===== config.mk =====
export PLATFORM = sky130hd
export DESIGN_NAME = la_glitchfilter
export DESIGN_NICKNAME = d
export VERILOG_FILES = /design/src/rtl/la_glitchfilter_pkg.sv /design/src/rtl/la_dsync.sv /design/src/rtl/la_glitchfilter.sv
export SDC_FILE = /design/constraint.sdc
export NUM_CORES = 1
export LEC_CHECK = 0
export BUFFER_PORTS_ARGS = -buffer_cell sky130_fd_sc_hd__buf_2
export CORE_AREA = 5 5 42 44
export CTS_CLUSTER_DIAMETER = 40
export DETAILED_ROUTE_END_ITERATION = 8
export DIE_AREA = 0 0 47 49
export PLACE_DENSITY = 0.45
export SYNTH_ARGS = -nofsm -noshare
export SYNTH_HDL_FRONTEND = slang
export SYNTH_SLANG_ARGS = --single-unit

===== constraint.sdc =====
create_clock -name clk -period 1.45 [get_ports clk]
set_input_delay 0.29 -clock clk [delete_from_list [all_inputs] [get_ports clk]]
set_output_delay 0.29 -clock clk [all_outputs]
set_load 0.05 [all_outputs]

===== src/rtl/la_glitchfilter_pkg.sv =====
// Shared types and constants for the la_glitchfilter glitch filter.
package la_glitchfilter_pkg;

  // Filter FSM: STABLE when z matches the sampled level, CHECK while a change qualifies.
  typedef enum logic {
    STABLE = 1'b0,
    CHECK  = 1'b1
  } state_e;

  // Largest supported stability requirement in cycles.
  localparam int unsigned N_MAX = 255;

  // Width of a counter that must hold values 0..n.
  function automatic int unsigned cnt_width(input int unsigned n);
    return (n == 0) ? 1 : $clog2(n + 1);
  endfunction

endpackage


===== src/rtl/la_dsync.sv =====
// Two-stage synchronizer cell. Both stages reset to RSTVAL so that leaving
// reset does not present a false edge downstream.
module la_dsync #(
  parameter logic RSTVAL = 1'b0
) (
  input  logic clk,
  input  logic reset,
  input  logic in,
  output logic out
);

  logic meta_q;
  logic sync_q;

  // Two back-to-back flops give the first stage a full cycle to resolve.
  always_ff @(posedge clk or posedge reset) begin
    if (reset) begin
      meta_q <= RSTVAL;
      sync_q <= RSTVAL;
    end else begin
      meta_q <= in;
      sync_q <= meta_q;
    end
  end

  assign out = sync_q;

endmodule


===== src/rtl/la_glitchfilter.sv =====
// Registered glitch filter and edge detector for one combinational level.
// A new sampled level reaches z only after holding for N consecutive enabled
// cycles; rise/fall pulse for one cycle on each accepted transition.
// Build option: define LA_GLITCHFILTER_SYNC_EN to sample `in` through a
// 2-flop synchronizer (la_dsync) instead of a single flop (one extra cycle of latency).
module la_glitchfilter
  import la_glitchfilter_pkg::*;
#(
  parameter string       PROP   = "DEFAULT",
  parameter int unsigned N      = 4,
  parameter logic        RSTVAL = 1'b0
) (
  input  logic clk,
  input  logic reset,
  input  logic in,
  input  logic en,
  output logic z,
  output logic rise,
  output logic fall,
  output logic busy
);

  localparam int unsigned   CW       = cnt_width(N);
  localparam logic [CW-1:0] CNT_LAST = CW'(N - 1);

  // PROP only steers technology mapping; an empty tag is treated as a setup mistake.
  if (N == 0 || N > N_MAX) begin : g_bad_n
    $error("la_glitchfilter: N=%0d is outside 1..%0d", N, N_MAX);
  end
  if (PROP == "") begin : g_bad_prop
    $error("la_glitchfilter: PROP must not be empty");
  end

  logic samp;

`ifdef LA_GLITCHFILTER_SYNC_EN
  la_dsync #(
    .RSTVAL(RSTVAL)
  ) u_dsync (
    .clk  (clk),
    .reset(reset),
    .in   (in),
    .out  (samp)
  );
`else
  logic samp_q;

  // Single sampling flop; only safe for sources already in this clock domain.
  always_ff @(posedge clk or posedge reset) begin
    if (reset) begin
      samp_q <= RSTVAL;
    end else begin
      samp_q <= in;
    end
  end

  assign samp = samp_q;
`endif

  state_e        state_q;
  logic [CW-1:0] cnt_q;
  logic          z_q;
  logic          rise_q;
  logic          fall_q;

  // Qualification FSM with counter, filtered level and edge pulses all registered.
  always_ff @(posedge clk or posedge reset) begin
    if (reset) begin
      state_q <= STABLE;
      cnt_q   <= '0;
      z_q     <= RSTVAL;
      rise_q  <= 1'b0;
      fall_q  <= 1'b0;
    end else begin
      rise_q <= 1'b0;
      fall_q <= 1'b0;
      if (!en) begin
        // Disabling aborts any qualification in progress; z holds its level.
        state_q <= STABLE;
        cnt_q   <= '0;
      end else begin
        unique case (state_q)
          STABLE: begin
            if (samp != z_q) begin
              if (N == 1) begin
                z_q    <= samp;
                rise_q <= samp;
                fall_q <= ~samp;
              end else begin
                state_q <= CHECK;
                cnt_q   <= CW'(1);
              end
            end
          end
          CHECK: begin
            if (samp == z_q) begin
              // Level went back before qualifying: drop it and start over next time.
              state_q <= STABLE;
              cnt_q   <= '0;
            end else if (cnt_q == CNT_LAST) begin
              z_q     <= samp;
              rise_q  <= samp;
              fall_q  <= ~samp;
              state_q <= STABLE;
              cnt_q   <= '0;
            end else begin
              cnt_q <= cnt_q + CW'(1);
            end
          end
        endcase
      end
    end
  end

  assign z    = z_q;
  assign rise = rise_q;
  assign fall = fall_q;
  assign busy = (state_q == CHECK);

endmodule


==> impl_results.md, run 1 <==
- Pwr Density: 991 nW/um^2
- Hold WS: 149 ps
- First-pass GRT wire length: 1080 um
- TritonCTS clock tree: built
- Pre-CTS setup slack: 254 ps
- Vias: 245
- Fin nets: 44
- Total Power: 441 uW
- Register area: 200 um^2
- Share of cells above drive strength 1: 35.1%
- Post-CTS sizing: 0
- GRT overflow: 0
- Yosys top cell by area: dfrtp_1
- Rel. slew slack: 80.0%
- Final wirelength: 629 um
- Sw Ratio: 22.8%
- Chip width: 47 um
- Worst skew pair latency: 250 ps
- Post-CTS setup buffers: 0
- Sequential share of power: 54.0%
- Multi-input logic area: 154 um^2
- Placed cell areas: 413 um^2
- Outcome: completed
- Ys Warns: 0
- Utilization after layout: 31.8%
- Die Ht: 49 um
- Synth area leaders: dfrtp_1, nand3b_1, mux2i_1
- Core ar.: 1400 um^2
- RSZ-0062 raised after global routing: false
- Register area share after synthesis: 55.9%
- Antenna diode count: 0
- MaxCap Viol Count: 0
- Area grow syn2layout: 24.5%
- Gp weighted congestion: 0.614
- H-tree levels: 1
- Seq cells post-synth: 8
- Worst min-delay path class: primary input to flop
- Worst Hold Depth: 1
- Placed Cells: 49
- Slowest stage delay, CP: 460 ps
- Fin crit share: 90.3%
- Slowest CP cell: dfrtp_1
- Leak: 0.229 nW
- Max Clock Skew: 2.95 ps
- Detailed Route Iter0 Violations: 1
- WS Path Type: flop to output port
- Die area: 2300 um^2
- Post-synth top area share: 55.9%
- Clk Tree Root Cell: clkbuf_4
- Synth cell types: 15
- Pint: 341 uW
- Cts bufs inserted: 3
- Syn Nets: 31
- Most frequent cells in the layout: dfrtp_1, buf_2, nand3b_1, clkbuf_4
- Max Fclk: 0.763 GHz
- Crit-path leading delay family: flip-flops
- Peak VDD IR: 0.000481 V
- Vias in the first global route: 258
- Routed len/inst: 11.9 um
- # rows: 14
- Post-route ant nets: 0
- Post-DP HPWL: 505 um
- Final setup viols: 0
- Total negative slack: 0 ps
- Hold Vio Cnt, Final: 0
- Worst-Margin Slew: 298 ps
- Worst path bufs/invs: 1
- Clock sinks: 8
- Clock buffer depth: 2
- Max-slew violations: 0
- Worst-path maximum fanout: 8
- Switch Pwr: 101 uW
- Detailed-router iteration count before antenna repair: 2
- PortBufs: 7
- DRC violations left: 0
- Clock Power Share: 37.1%
- Startpoint Class: flop
- Starting Density: 25.5%
- Pin count of the biggest net entering global routing: 9
- Reg2Reg Depth: 3
- I/O Pins: 8
- Min Tclk post-route: 1310 ps
- Comb power frac: 8.9%
- Initial antenna violation count: 0
- Gr usage total: 6.52%
- Final Non-Filler Cells: 53
- Mapped Area: 358 um^2
- Reg clk slew, reported paths: 50 ps
- Worst EP required: 1160 ps
- Final setup margin: 140 ps
- Post-layout instance area: 445 um^2
- Fillers: 164
- Post-CTS Hold Buffers: 1
- Vias per Instance: 4.62
- Most common cell after layout, fill and taps aside: dfrtp_1
- Worst EP arrival: 1020 ps
- Levels on crit path: 1
- Setup crit end kind: output port
- Syn_area_per_cell: 13.8 um^2
- Mapped Cells: 26
- CP Cell Sequence: buf_2
## synthesized netlist by cell type, drive strengths merged
library cell / number
and3: 1
dfrtp: 8
ha: 1
inv: 1
mux2: 1
mux2i: 2
nand2: 1
nand3: 1
nand3b: 3
nand4b: 2
nor3b: 2
o2111a: 1
xnor2: 1
xor2: 1
## worst reg2reg max path, stage by stage, from the launching register on
cell and delay (ps):
dfrtp_1 390, ha_1 250, nand4b_2 140, mux2_4 310
## state kept, by name, summed over array words and instances (netlist names)
| signal | count |
|---|---|
| z | 1 |
| samp | 1 |
| busy | 1 |
| fall | 1 |
| rise | 1 |
| cnt_q | 3 |
## final timing paths
kind,startpoint,end,slack (ps)
setup reg to reg,cnt_q[0],z,240
hold / removal,in,samp,150
max in group asynchronous,reset,cnt_q[2],700
setup / recovery,busy,busy,140
hold reg to reg,samp,fall,540
min in group asynchronous,reset,cnt_q[1],520
## final cells by class
type | instances | share of cell area [%]
Clock buffer | 3 | 5.06
Multi-Input combinational cell | 17 | 34.6
Tap cell | 16 | 4.49
Sequential cell | 8 | 44.9
Inverter | 1 | 0.843
Timing Repair Buffer | 8 | 10.1
## cell families after synthesis
kind of cell	after synthesis	share of synthesized area, %
AOI/OAI and AO/OA	1	3.15
xor gates and xnor gates	2	4.90
adders and majority gates	1	3.50
buffers and inverters	1	1.05
DFF	8	55.9
muxes	3	9.79
and+or+nand+nor	10	21.7
## layer usage
metal	vias to the layer above	routed length (um)	GRT usage, %
li1	117	-	-
met2	6	300	9.95
met5	-	0	0
met3	0	60	4.06
met1	122	268	6.97
met4	0	0	2.76
## power groups by stage
stage | clock network, mW | logic, mW | registers [mW]
floorplan | 0 | 0.0180 | 0.249
global placement | 0 | 0.0373 | 0.242
detailed placement | 0 | 0.0380 | 0.243
CTS | 0.166 | 0.0401 | 0.239
global route | 0.179 | 0.0442 | 0.239
finish | 0.164 | 0.0393 | 0.238
Note: power is estimated with default switching activity, not from simulation.
==> inputs of run 2 (changes only) <==
Settings changed: CTS_CLUSTER_SIZE from default to 12.
Clock period 1.45 ns to 1.3 ns, I/O delays scaled along.
==> impl_results.md, run 2 (synthesized netlist as in run 1, its figures left out) <==
- Outcome: completed
- Vias in the first global route: 261 (+1.2%)
- Crit-path leading delay family: flip-flops
- Clock buffer depth: 2 (unchanged)
- Slowest stage delay, CP: 450 ps (about the same)
- GRT overflow: 0 (unchanged)
- Max Fclk: 0.813 GHz
- Worst path bufs/invs: 1 (unchanged)
- RR Endpoint: z
- Antenna diode count: 0 (unchanged)
- Fin crit share: 94.6%
- Peak VDD IR: 0.000509 V (+5.7%)
- Final wirelength: 582 um (-7.5%)
- Chip width: 47 um (unchanged)
- Most common cell after layout, fill and taps aside: dfrtp_1
- Max Clock Skew: 2.73 ps (-0.221 ps)
- Worst min-delay path class: primary input to flop
- Post-CTS setup buffers: 0 (unchanged)
- Final setup viols: 0 (unchanged)
- WS Path Type: flop to output port
- Die Ht: 49 um (unchanged)
- Min Tclk post-route: 1230 ps
- MaxCap Viol Count: 0 (unchanged)
- Hold Vio Cnt, Final: 0 (unchanged)
- Pin count of the biggest net entering global routing: 9 (unchanged)
- Worst-path maximum fanout: 6 (-2)
- Gp weighted congestion: 0.635 (+3.4%)
- Total negative slack: 0 ps (unchanged)
- RSZ-0062 raised after global routing: false
- Worst setup path endpoint: z
- Top reg by flops: cnt_q
- Most frequent cells in the layout: dfrtp_1, buf_2, clkbuf_4, nand3b_1
- I/O Pins: 8 (unchanged)
- Rel. slew slack: 79.5% (-0.50 points)
- Detailed Route Iter0 Violations: 0 (-1)
- Core ar.: 1400 um^2 (unchanged)
- Post-route ant nets: 0 (unchanged)
- Area grow syn2layout: 26.6%
- Routed len/inst: 10.8 um (-9.2%)
- DRC violations left: 0 (unchanged)
- Gr usage total: 6.59% (+0.066 points)
- Cts bufs inserted: 3 (unchanged)
- First-pass GRT wire length: 1070 um (-0.65%)
- CP Cell Sequence: clkbuf_4
- Detailed-router iteration count before antenna repair: 1 (-1)
- Vias per Instance: 4.48 (-3.1%)
- Worst EP arrival: 970 ps (-50 ps)
- Reg-to-reg setup timing slack: 110 ps (-130 ps)
- Share of cells above drive strength 1: 36.8% (+1.7 points)
- Slowest CP cell: dfrtp_1
- Max-slew violations: 0 (unchanged)
- Clk Tree Root Cell: clkbuf_4
- Pwr Density: 1120 nW/um^2 (+13%)
- Fillers: 155 (-5.5%)
- Clock sinks: 8 (unchanged)
- H-tree levels: 1 (unchanged)
- Initial antenna violation count: 0 (unchanged)
- PortBufs: 7 (unchanged)
- Starting Density: 25.5% (unchanged)
- Worst-Margin Slew: 306 ps (+7.43 ps)
- Leak: 0.229 nW (-0.36%)
- Fin nets: 44 (unchanged)
- Reg2Reg Depth: 3 (unchanged)
- Reg clk slew, reported paths: 50 ps (about the same)
- Die area: 2300 um^2 (unchanged)
- Setup crit end kind: output port
- Origin of the worst setup path: z
- Vias: 242 (-1.2%)
- # rows: 14 (unchanged)
- Hold WS: 116 ps (-33.3 ps)
- Max FFs per register: 3 (unchanged)
- TritonCTS clock tree: built
- Reg2reg start: cnt_q[0]
- Levels on crit path: 1 (unchanged)
- Worst skew pair latency: 250 ps (about the same)
- Worst EP required: 1040 ps (-120 ps)
- Startpoint Class: flop
-- run 2: cell types whose count changed in the layout (fill, tap and decap cells not counted), sizes merged --
cell,delta
buf,-1
clkbuf,+2
-- run 2: routing by layer --
metal	wire (um)	global-route usage, %	vias up
li1	-	-	119
met1	268	7.85	115
met2	270	8.82	8
met3	43	3.69	0
met4	0	4.15	0
met5	0	0	-
-- run 2: final cells by class --
| type | count | area [um^2] | share of cell area [%] |
|---|---|---|---|
| well taps | 16 | 20.0 | 4.42 |
| flip-flops and latches | 8 | 201 | 44.5 |
| inverters | 1 | 3.75 | 0.829 |
| clock buffers | 4 | 26.3 | 5.80 |
| repair buffers | 8 | 47.5 | 10.5 |
| multi-input cells | 17 | 154 | 34.0 |
-- run 2: power breakdown --
| group | internal, mW | switching [mW] | total [mW] |
|---|---|---|---|
| Sequential | 0.257 | 0.00972 | 0.266 |
| Clock | 0.117 | 0.0798 | 0.197 |
| Combinational | 0.0189 | 0.0246 | 0.0434 |
| Total | 0.393 | 0.114 | 0.507 |
-- run 2: per-stage QoR --
step           area (um^2)  total power [mW]  setup WS [ps]  cells  util [%]
2_1_floorplan          359             0.298           92.8     26         -
3_3_place_gp           414             0.312            140     49      29.6
3_5_place_dp           414             0.312            127     49      29.6
5_1_grt                453             0.539           5.84     54      32.3
6_report               453             0.507           70.2     54      32.3
4_1_cts                450             0.518           33.4     54      32.1
-- run 2: how the worst min path moves through the flow --
stage	slack (ps)	endpoint	start	cells past startpoint
5_1_grt	110	samp	in	1
3_5_place_dp	220	samp	reset	2
6_report	120	samp	in	1
3_3_place_gp	210	samp	reset	2
2_1_floorplan	80	cnt_q[0]	reset	1
4_1_cts	110	samp	in	1
-- run 2: what timing repair did --
| action | in CTS | in global routing |
|---|---|---|
| gates resized for setup | 0 | 1 |
| hold buffers | 1 | 0 |
| endpoints found under the hold margin | 8 | 0 |
| setup endpoints to repair | 0 | 1 |
==> inputs of run 3 (changes only) <==
Settings changed: SETUP_SLACK_MARGIN from default to 0.15.
==> impl_results.md, run 3 (synthesized netlist as in run 1, its figures left out) <==
- Hold WS: 108 ps (-7.75 ps)
- Comb power frac: 12.1% (+3.5 points)
- Post-route ant nets: 0 (unchanged)
- Worst path bufs/invs: 0 (-1)
- PortBufs: 7 (unchanged)
- Total negative slack: 0 ps (unchanged)
- Utilization after layout: 37.7% (+5.4 points)
- CP Cell Sequence: ha_2 > nand4b_4 > mux2_4
- Antenna diode count: 0 (unchanged)
- Worst skew pair latency: 250 ps (about the same)
- Max Clock Skew: 12.4 ps (+9.68 ps)
- Worst-Margin Slew: 308 ps (+2.66 ps)
- Max FFs per register: 3 (unchanged)
- MaxCap Viol Count: 0 (unchanged)
- Total Power: 531 uW (+4.7%)
- Pwr Density: 1010 nW/um^2 (-10%)
- Min Tclk post-route: 1110 ps (-121 ps)
- Worst EP required: 1440 ps (+400 ps)
- Fin crit share: 85.3% (-9.3 points)
- Outcome: completed
- Fin nets: 50 (+14%)
- Max-slew violations: 0 (unchanged)
- I/O Pins: 8 (unchanged)
- Die area: 2300 um^2 (unchanged)
- First-pass GRT wire length: 1120 um (+4.5%)
- RSZ-0062 raised after global routing: true
- Worst min-delay path class: primary input to flop
- Clock buffer depth: 2 (unchanged)
- # rows: 14 (unchanged)
- Pint: 407 uW (+3.5%)
- Final setup margin: 191 ps (+121 ps)
- Chip width: 47 um (unchanged)
- Routed len/inst: 11.9 um (+10%)
- Cts bufs inserted: 3 (unchanged)
- Vias: 273 (+13%)
- Slowest stage delay, CP: 390 ps (-60 ps)
- Peak VDD IR: 0.000477 V (-6.1%)
- Core ar.: 1400 um^2 (unchanged)
- WS Path Type: flop to flop
- Leak: 0.274 nW (+20%)
- Clock sinks: 8 (unchanged)
- Placed cell areas: 423 um^2 (+2.1%)
- Reg clk slew, reported paths: 60 ps (about the same)
- Vias in the first global route: 256 (-1.9%)
- Startpoint Class: flop
- Setup crit end kind: flop
- Gr usage total: 7.03% (+0.44 points)
- Final wirelength: 712 um (+22%)
- TritonCTS clock tree: built
- Pre-CTS setup slack: 120 ps (-7.60 ps)
- DRC violations left: 0 (unchanged)
- Detailed Route Iter0 Violations: 0 (unchanged)
- Initial antenna violation count: 0 (unchanged)
- Switch Pwr: 124 uW (+8.8%)
- Die Ht: 49 um (unchanged)
- Area grow syn2layout: 47.6%
- Final Non-Filler Cells: 60 (+11%)
- Clk Tree Root Cell: clkbuf_4
- Top reg by flops: cnt_q
- Starting Density: 25.5% (unchanged)
- Pin count of the biggest net entering global routing: 9 (unchanged)
- Max Fclk: 0.902 GHz (+11%)
- Sw Ratio: 23.4% (+0.88 points)
- Post-DP HPWL: 482 um
- Clock Power Share: 38.0% (-0.9 points)
- Vias per Instance: 4.55 (+1.5%)
- GRT overflow: 0 (unchanged)
- Most frequent cells in the layout: dfrtp_1, buf_4, buf_2, nand3b_1, clkbuf_4
- Placed Cells: 49 (unchanged)
- Post-layout instance area: 528 um^2 (+17%)
- Hold Vio Cnt, Final: 0 (unchanged)
- Worst EP arrival: 1250 ps (+280 ps)
- H-tree levels: 1 (unchanged)
- Worst-path maximum fanout: 3 (-3)
- Sequential share of power: 49.9% (-2.7 points)
- Final setup viols: 0 (unchanged)
- Share of cells above drive strength 1: 52.3% (+15 points)
- Detailed-router iteration count before antenna repair: 1 (unchanged)
- Gp weighted congestion: 0.688 (+8.3%)
- Rel. slew slack: 79.4% (about the same)
- Crit-path leading delay family: flip-flops
- Slowest CP cell: dfrtp_1
-- run 3: worst paths after layout --
path / end / from / cells past startpoint / slack, ps
worst max-delay path: z / cnt_q[1] / 3 / 190
worst min register to register: fall / samp / 1 / 590
worst max register to register: z / cnt_q[1] / 3 / 190
worst min-delay path: samp / in / 1 / 110
max in group asynchronous: z / reset / 3 / 570
min in group asynchronous: cnt_q[0] / reset / 3 / 480
-- run 3: power by group through the flow --
stage | logic [mW] | registers, mW | clock network [mW]
floorplan | 0.0214 | 0.279 | 0
global placement | 0.0436 | 0.271 | 0
detailed placement | 0.0435 | 0.272 | 0
CTS | 0.0604 | 0.265 | 0.215
global route | 0.0705 | 0.265 | 0.228
finish | 0.0642 | 0.265 | 0.202
-- run 3: worst reg2reg max path, cell delays in order, from the launching register on --
cell	delay, ps
dfrtp_1	390
ha_2	210
nand4b_4	110
mux2_4	300
-- run 3: repair_timing --
action / CTS / global route
setup buffers: 5 / 1
endpoints found under the hold margin: 8 / 0
hold buffers: 1 / 0
pin swaps: 1 / 0
setup endpoints to repair: 3 / 4
gates resized for setup: 5 / 1
-- run 3: layout make-up --
type                            instances  area [um^2]
Clock buffer                            4         26.3
Fill cell                             150          873
Inverter                                1         3.75
Multi-Input combinational cell         17          173
Sequential cell                         8          203
Tap cell                               16         20.0
Timing Repair Buffer                   14          103
-- run 3: metal layers --
| metal | up-vias | global-route usage (%) | routed length (um) |
|---|---|---|---|
| met5 | - | 0 | 0 |
| met4 | 0 | 2.76 | 0 |
| met3 | 0 | 4.80 | 53 |
| met2 | 6 | 10.2 | 366 |
| met1 | 133 | 7.90 | 292 |
| li1 | 134 | - | - |
